===== config.mk =====
export PLATFORM = sky130hd
export DESIGN_NAME = pwm_duty_calc
export DESIGN_NICKNAME = d
export VERILOG_FILES = /design/src/rtl/pwm_duty_calc.sv
export SDC_FILE = /design/constraint.sdc
export NUM_CORES = 1
export LEC_CHECK = 0
export BUFFER_PORTS_ARGS = -buffer_cell sky130_fd_sc_hd__buf_4
export CAP_MARGIN = 30
export CORE_MARGIN = 2
export CORE_UTILIZATION = 67
export DETAILED_ROUTE_END_ITERATION = 7
export PLACE_DENSITY = 0.87
export SYNTH_ARGS = -nofsm -noshare
export SYNTH_HDL_FRONTEND = slang
export SYNTH_SLANG_ARGS = --single-unit
export TNS_END_PERCENT = 1

===== constraint.sdc =====
create_clock -name clk -period 14.5 [get_ports clk]
set_clock_uncertainty 0.1 [all_clocks]
set_input_delay 2.9 -clock clk [delete_from_list [all_inputs] [get_ports clk]]
set_output_delay 2.9 -clock clk [all_outputs]
set_load 0.1 [all_outputs]

===== src/rtl/pwm_duty_calc.sv =====
// Duty-cycle / period calculator for the PWM pulse-width detector: duty = h*SCALE/(h+l)
// via a multi-cycle restoring divider. Optional PWM_DUTY_ROUND_EN selects round-to-nearest.
module pwm_duty_calc #(
  parameter int unsigned CNT_W  = 32,
  parameter int unsigned SCALE  = 1000,
  parameter int unsigned DUTY_W = 10
) (
  input  logic              clk,
  input  logic              reset,
  input  logic [CNT_W-1:0]  h_cnt,
  input  logic [CNT_W-1:0]  l_cnt,
  output logic [DUTY_W-1:0] duty,
  output logic [CNT_W:0]    period,
  output logic              duty_valid,
  output logic              busy,
  output logic              err
);

  localparam int unsigned N_W  = CNT_W + DUTY_W + 1;
  localparam int unsigned IT_W = $clog2(N_W);

  typedef enum logic [1:0] {IDLE, LOAD, DIV, DONE} state_t;

  state_t             state;
  logic [CNT_W-1:0]   h_q;
  logic [CNT_W-1:0]   l_q;
  logic [CNT_W:0]     den;
  logic [CNT_W:0]     rem;
  logic [N_W-1:0]     num;
  logic [DUTY_W-1:0]  quot;
  logic [IT_W-1:0]    iter;
  logic               zero;

  logic [CNT_W:0]     den_c;
  logic [N_W-1:0]     num_c;
  logic [CNT_W+1:0]   rem_sh;
  logic               rem_ge;

  assign den_c = (CNT_W+1)'(h_q) + (CNT_W+1)'(l_q);

`ifdef PWM_DUTY_ROUND_EN
  // Adding half the divisor turns the truncating divide into round-to-nearest
  assign num_c = N_W'(h_q) * N_W'(SCALE) + N_W'(den_c >> 1);
`else
  assign num_c = N_W'(h_q) * N_W'(SCALE);
`endif

  // One restoring step: shift in next numerator MSB, subtract when it fits
  assign rem_sh = {rem, num[N_W-1]};
  assign rem_ge = (rem_sh >= {1'b0, den});

  always_ff @(posedge clk or negedge reset) begin
    if (!reset) begin
      state      <= IDLE;
      h_q        <= '0;
      l_q        <= '0;
      den        <= '0;
      rem        <= '0;
      num        <= '0;
      quot       <= '0;
      iter       <= '0;
      zero       <= 1'b0;
      duty       <= '0;
      period     <= '0;
      duty_valid <= 1'b0;
      busy       <= 1'b0;
      err        <= 1'b0;
    end else begin
      duty_valid <= 1'b0;
      unique case (state)
        IDLE: begin
          if ({h_cnt, l_cnt} != {h_q, l_q}) begin
            h_q   <= h_cnt;
            l_q   <= l_cnt;
            busy  <= 1'b1;
            state <= LOAD;
          end
        end
        LOAD: begin
          den   <= den_c;
          num   <= num_c;
          rem   <= '0;
          quot  <= '0;
          iter  <= '0;
          zero  <= (den_c == '0);
          state <= (den_c == '0) ? DONE : DIV;
        end
        DIV: begin
          rem  <= rem_ge ? (CNT_W+1)'(rem_sh - {1'b0, den}) : rem_sh[CNT_W:0];
          quot <= {quot[DUTY_W-2:0], rem_ge};
          num  <= {num[N_W-2:0], 1'b0};
          iter <= iter + IT_W'(1);
          if (iter == IT_W'(N_W - 1)) state <= DONE;
        end
        DONE: begin
          // Quotient never exceeds SCALE since h <= h+l, so no saturation
          duty       <= zero ? '0 : quot;
          period     <= den;
          err        <= zero;
          duty_valid <= 1'b1;
          busy       <= 1'b0;
          state      <= IDLE;
        end
        default: state <= IDLE;
      endcase
    end
  end

endmodule


==> summary.txt, run 1 <==
Drt
  – Wire length on met3: 3700 um
  – Via count: 15.2k
  – DRT iter0 DRCs: 1,724
  – Vias/cell: 6.24
  – Detail Route Antenna Nets: 0
  – Metal1 wirelength: 20,400 um
  – Highest metal used: met4
  – DRC Markers: 0
  – Routed Wire Length: 48,700 um
  – Total length of routed met2 wires: 22,800 um
  – DR pass1 iterations: 5
  – WL per Instance: 20.0 um

STA
  – F_max: 158 MHz
  – Setup TNS: 0 ns
  – Slew @ Worst Pin: 1.03 ns
  – Max_slew headroom: 31.0%
  – Final count of hold timing violations: 0
  – RSZ-0062 raised after global routing: false
  – Min cycle time layout: 6.32 ns
  – Slew Limit Fails: 0
  – Period utilization: 43.6%
  – Final setup violation count: 0

Setup path
  – CP endpoint kind: flip-flop
  – CP Data Required Time: 14.83 ns
  – Crit-path max FO: 6
  – WS Path Type: reg -> reg
  – R2R depth: 17
  – Startpoint Class: flip-flop
  – CP arrival: 6.64 ns

Clock network
  – Post-CTS setup buffer count: 0
  – CTS tree: built
  – Clock sink total: 235
  – Post-CTS Hold Buffers: 0
  – Total CTS buffers: 26
  – Clock latency on the worst-skew pair: 0.56 ns
  – Clock root cell: clkbuf_16
  – Resized cells post-CTS: 0
  – Clock tree buffer depth: 3
  – Worst-path clk slew: 0.06 ns
  – CTS H-tree depth: 1

Floorplan
  – Rows: 61
  – Die Area: 0.0296 sq mm
  – Core ar.: 0.0278 sq mm
  – Die W: 172 um
  – DIE HEIGHT: 172 um
  – Initial Util: 68.1%
  – I/O pin cnt: 112

Logic synthesis
  – EDFF count, synth: 0
  – Post-Synthesis Cells: 1,954
  – Synthesized Nets: 2,297
  – Synth Flop Type: dfrtp_1
  – Unique masters post-synth: 74
  – Yosys Warn Count: 0
  – Sequential share of the synthesized area: 31.1%
  – #FFs+latches synth: 235
  – Syn Area/Cell: 9.68 sq um
  – Mapped Area: 0.0189 sq mm
  – Post-synth ARST share: 100%

Job
  – Max_cap viols: 0

Placement
  – Dpl cell area: 0.0201 sq mm
  – Final HPWL DP: 36,600 um
  – Routability congestion estimate: 0.933
  – Port-buffer cells: 111

Worst hold path
  – Min-Delay Path Depth: 1
  – HP Class: reg -> reg

Global routing
  – All-layer global routing usage: 33.4%
  – Initial antenna violation count: 0
  – Largest net degree at the start of global routing: 89
  – Number of global-route vias before repair: 15.0k
  – First-pass GRT wire length: 77,500 um
  – Grt total ovfl: 0

Finish
  – Layout area overhead: 11.2%
  – Share of cells above drive strength 1: 14.1%
  – Final std cell area, no fill: 0.0210 sq mm
  – Layout fillers: 1,912
  – Antenna cells: 0
  – Nets@finish: 2,381

Power
  – Final Power: 3440 uW
  – VDD IR max: 0.107 mV
  – Power Dens Cells: 164 mW/mm^2
  – Leakage dissipation: 0.0101 uW

Outcome
  – Status: completed
## cells in the final DEF (no fill, tap or decap), types with 7 or more instances in the layout
| master | instances |
|---|---|
| and3_1 | 14 |
| or3_1 | 9 |
| a21o_1 | 47 |
| o22ai_1 | 13 |
| o211ai_1 | 9 |
| fa_1 | 120 |
| nor3_1 | 23 |
| nand4_1 | 14 |
| xnor2_1 | 44 |
| inv_1 | 251 |
| mux2_2 | 100 |
| a211oi_1 | 17 |
| o221ai_1 | 9 |
| a32oi_1 | 7 |
| nor2b_1 | 9 |
| nand2_1 | 95 |
| o21ai_0 | 102 |
| o2bb2ai_1 | 19 |
| mux2i_1 | 15 |
| xor2_1 | 105 |
| a21oi_1 | 155 |
| dfrtp_1 | 235 |
| nand2b_1 | 7 |
| o21a_1 | 12 |
| o21bai_1 | 11 |
| a31oi_1 | 10 |
| ha_1 | 153 |
| nand3_1 | 37 |
| clkbuf_16 | 26 |
| nor4_1 | 23 |
| nor2_1 | 124 |
| buf_4 | 117 |
## cells in the mapped netlist (6+ instances only)
master     count  area (sq um)
a211oi_1      17           128
or3_1          9          56.3
o221ai_1       9          78.8
o21a_1        12          90.1
mux2i_1       15           150
fa_1         120          2400
a31oi_1       10          62.6
nor3_1        23           115
o21ai_0      103           515
o31ai_1        6          45.0
nor2b_1        9          56.3
nand2b_1       8          50.1
xor2_1       105           920
ha_1         157          1960
nor4_1        23           144
a21o_1        47           353
nand4_1       14          87.6
o21bai_1      11          82.6
nand3_1       37           185
nand2_1       95           357
and2_1         6          37.5
and3_1        14          87.6
clkbuf_1      59           221
mux2_2       100          1130
dfrtp_1      235          5880
inv_1        251           942
a32oi_1        7          61.3
o211ai_1       9          67.6
a21oi_1      155           776
nor2_1       125           469
a221o_1        6          60.1
xnor2_1       44           385
o2bb2ai_1     19           166
o22ai_1       13          81.3
## metrics by stage
stage | utilization [%] | hold WS (ns) | cells | setup WS [ns]
after global routing | 75.7 | 0.413 | 2434 | 8.03
after CTS | 75.6 | 0.401 | 2433 | 8.25
after global placement | 72.2 | 0.367 | 2383 | 8.43
after detailed placement | 72.5 | 0.375 | 2387 | 8.34
after floorplan | - | 0.355 | 1954 | 9.15
final | 75.7 | 0.398 | 2434 | 8.18
## per-layer routing
metal	global-route usage [%]	vias up
met1	45.6	7508
met3	4.53	115
met2	55.2	648
met4	11.7	0
li1	-	6908
met5	0	-
## logic make-up after synthesis
family          after synthesis  synth area share [%]
compound gates              478                  16.3
simple gates                383                  9.56
buf+inv                     317                  6.31
fa+ha+maj                   277                  23.1
flops                       235                  31.1
xor+xnor                    149                  6.90
mux                         115                  6.75
## where the power goes
part	internal (uW)	total, uW	switching (uW)	leakage (uW)
Sequential	767	852	85.1	0.00285
Combinational	740	1910	1170	0.00681
Clock	392	675	283	0.000425
## worst paths after layout
check	to	slack [ns]	startpoint
max in group asynchronous	l_q[27]	10.69	reset
min in group asynchronous	period[19]	2.25	reset
min reg2reg	period[30]	0.40	den[30]
min	period[30]	0.40	den[30]
max	num[40]	8.18	h_q[6]
max reg2reg	num[40]	8.18	h_q[6]
## flip-flops by register name, indices dropped and copies added, names as in the netlist
signal / cells
h_q: 32
duty_valid: 1
err: 1
rem: 33
busy: 1
quot: 10
l_q: 32
duty: 10
state: 2
num: 40
zero: 1
iter: 6
den: 33
period: 33
## layout make-up
cell class,instances,area [sq um],share of cell area (%)
inverters,251,942,4.48
flip-flops and latches,235,5880,28.0
clock inverters,11,135,0.643
repair buffers,122,988,4.70
clock buffers,35,734,3.49
multi-input cells,1402,11900,56.4
well taps,378,473,2.25
## worst max-delay path, cell delays in order, from the launching register on
cell and delay, ns:
dfrtp_1 0.59, inv_1 0.26, fa_1 0.60, fa_1 0.48, fa_1 0.51, fa_1 0.52
inv_1 0.04, ha_1 0.36, a21o_1 0.19, a21oi_1 0.22, nor4b_1 0.36, a211oi_1 0.20
o41ai_1 0.57, a211oi_1 0.18, a211oi_1 0.37, a21oi_1 0.14, xor2_1 0.17, a221o_1 0.32
Power figures use the tool's default switching activity.
==> run 2, diff against run 1 <==
CORE_UTILIZATION = 63   (was 67)
PLACE_DENSITY = 0.82   (was 0.87)
clock period = 5.9 ns   (was 14.5 ns; I/O delays follow)
==> run 2 against run 1 <==
Critical path depth increased by 1. Combinational power grew to 2.6 times the previous value. Core utilization is 3.5 points lower. Sequential share of layout area decreased by 0.38 points. First-iteration DRC count decreased by 25%. Via count fell by 0.96%. Power rose to 2.5 times the previous value. Non-clock buffer count rose by 31. Die area grew 6.2%.
==> summary.txt, run 2 (synthesized netlist as in run 1, its figures left out) <==
Clock network
  – Clock tree buffer depth: 3 (unchanged)
  – CTS tree: built
  – Clock root cell: clkbuf_16
  – Worst-path clk slew: 0.06 ns (about the same)
  – Post-CTS Hold Buffers: 0 (unchanged)
  – Total CTS buffers: 26 (unchanged)
  – Post-CTS setup buffer count: 0 (unchanged)
  – CTS H-tree depth: 1 (unchanged)
  – Clock sink total: 235 (unchanged)
  – Resized cells post-CTS: 0 (unchanged)
  – Clock latency on the worst-skew pair: 0.54 ns (-0.02 ns)

Finish
  – Share of cells above drive strength 1: 16.0% (+1.9 points)
  – Final core occ: 72.1% (-3.5 points)
  – Fin cells: 2,477 (+1.8%)
  – Top reg by flops: num
  – Commonest cells after routing, fill and taps aside: inv_1, dfrtp_1, a21oi_1
  – Antenna cells: 0 (unchanged)
  – Final std cell area, no fill: 0.0213 sq mm (+1.4%)
  – Largest register FFs: 40 (unchanged)
  – Most common cell after layout, fill and taps aside: inv_1
  – Multi-input logic area: 0.0119 sq mm (+0.11%)
  – Register area: 0.00588 sq mm (about the same)
  – Layout fillers: 2,118 (+11%)
  – Layout area overhead: 12.8%
  – Nets@finish: 2,412 (+1.3%)

Drt
  – DR pass1 iterations: 6 (+1)
  – Via count: 15.0k (-0.96%)
  – DRT iter0 DRCs: 1,287 (-25%)
  – Detail Route Antenna Nets: 0 (unchanged)
  – WL per Instance: 20.1 um (+0.58%)
  – Vias/cell: 6.07 (-2.7%)
  – Routed Wire Length: 49,900 um (+2.4%)
  – DRC Markers: 0 (unchanged)

Floorplan
  – Rows: 63 (+3.3%)
  – Core ar.: 0.0296 sq mm (+6.4%)
  – Die W: 177 um (+3.1%)
  – DIE HEIGHT: 177 um (+3.1%)
  – I/O pin cnt: 112 (unchanged)
  – Die Area: 0.0314 sq mm (+6.2%)
  – Initial Util: 64.0% (-4.1 points)

STA
  – Slew Limit Fails: 0 (unchanged)
  – Slew @ Worst Pin: 0.974 ns (-0.0583 ns)
  – Min cycle time layout: 5.60 ns (-0.721 ns)
  – Final setup violation count: 0 (unchanged)
  – F_max: 179 MHz (+13%)
  – Final count of hold timing violations: 0 (unchanged)
  – Period utilization: 94.8% (+51 points)
  – Max_slew headroom: 34.9% (+3.9 points)

Global routing
  – Number of global-route vias before repair: 15.1k (+0.89%)
  – Largest net degree at the start of global routing: 133 (+49%)
  – First-pass GRT wire length: 79,900 um (+3.1%)
  – All-layer global routing usage: 32.4% (-1.0 points)
  – Grt total ovfl: 0 (unchanged)
  – Initial antenna violation count: 2 (+2)

Power
  – Power Dens Cells: 410 mW/mm^2 (+150%)
  – VDD IR max: 0.252 mV (+140%)
  – Leakage dissipation: 0.0103 uW (+1.8%)

Setup path
  – CP arrival: 5.92 ns (-0.72 ns)
  – CP Data Required Time: 6.23 ns (-8.60 ns)
  – WS Path Type: reg -> reg
  – Startpoint Class: flip-flop
  – Crit-path max FO: 5 (-1)
  – CP endpoint kind: flip-flop

Outcome
  – Status: completed

Placement
  – Dpl cell area: 0.0204 sq mm (+1.2%)
  – Port-buffer cells: 111 (unchanged)
  – Cells after DPL: 2,430 (+1.8%)
  – Final HPWL DP: 39,000 um (+6.6%)
  – Routability congestion estimate: 0.941 (+0.90%)

Job
  – Max_cap viols: 0 (unchanged)

Worst hold path
  – HP Class: reg -> reg
-- run 2: cell types whose count changed in the layout (fill, tap and decap cells not counted), sizes merged --
cell	previous run	this run
clkinvlp	2	1
clkbuf	35	34
bufinv	2	4
buf	122	153
-- run 2: worst paths after layout --
path | cells past startpoint | to | slack, ns | start
max | 18 | num[40] | 0.30 | h_q[17]
min reg2reg | 1 | period[13] | 0.41 | den[13]
max reg2reg | 18 | num[40] | 0.30 | h_q[17]
min in group asynchronous | 1 | period[19] | 0.56 | reset
min | 1 | period[13] | 0.41 | den[13]
max in group asynchronous | 2 | l_q[27] | 3.97 | reset
-- run 2: where the power goes --
group	switching, uW	internal (uW)	leakage (uW)
Sequential	184	1890	0.00284
Combinational	3050	1880	0.00696
Clock	676	1070	0.000459
-- run 2: worst max-delay path, cell delays in order (launching register included) --
cell      delay (ns)
dfrtp_1         0.41
inv_1           0.24
fa_1            0.49
fa_1            0.54
fa_1            0.45
fa_1            0.52
inv_1           0.05
ha_1            0.34
a211oi_1        0.24
o21ai_0         0.12
a221oi_1        0.31
nand2_1         0.13
o41ai_1         0.34
buf_4           0.19
a211oi_1        0.07
a211oi_1        0.34
a21oi_1         0.14
xor2_1          0.16
a221o_1         0.32
-- run 2: final cells by class --
| class | instances | area share (%) |
|---|---|---|
| Inverter | 251 | 4.42 |
| Sequential cell | 235 | 27.6 |
| Clock buffer | 34 | 3.52 |
| Tap cell | 390 | 2.29 |
| Clock inverter | 12 | 0.816 |
| Multi-Input combinational cell | 1402 | 55.7 |
| Timing Repair Buffer | 153 | 5.65 |
-- run 2: per-stage QoR --
stage | TNS, ns | setup WS [ns] | hold WS [ns] | total power, uW
global route | -0.000216 | -0.000216 | 0.419 | 9380
detailed placement | 0 | 0.116 | 0.393 | 6920
CTS | 0 | 0.122 | 0.405 | 8700
global placement | 0 | 0.298 | 0.379 | 6810
finish | 0 | 0.305 | 0.406 | 8740
floorplan | 0 | 0.546 | 0.355 | 5690
-- run 2: routing by layer --
metal,wire length (um),GRT usage (%),up-vias
li1,-,-,6971
met1,21400,44.8,7395
met2,23100,52.7,550
met3,3550,4.77,116
met4,1790,10.6,2
met5,13,0,-
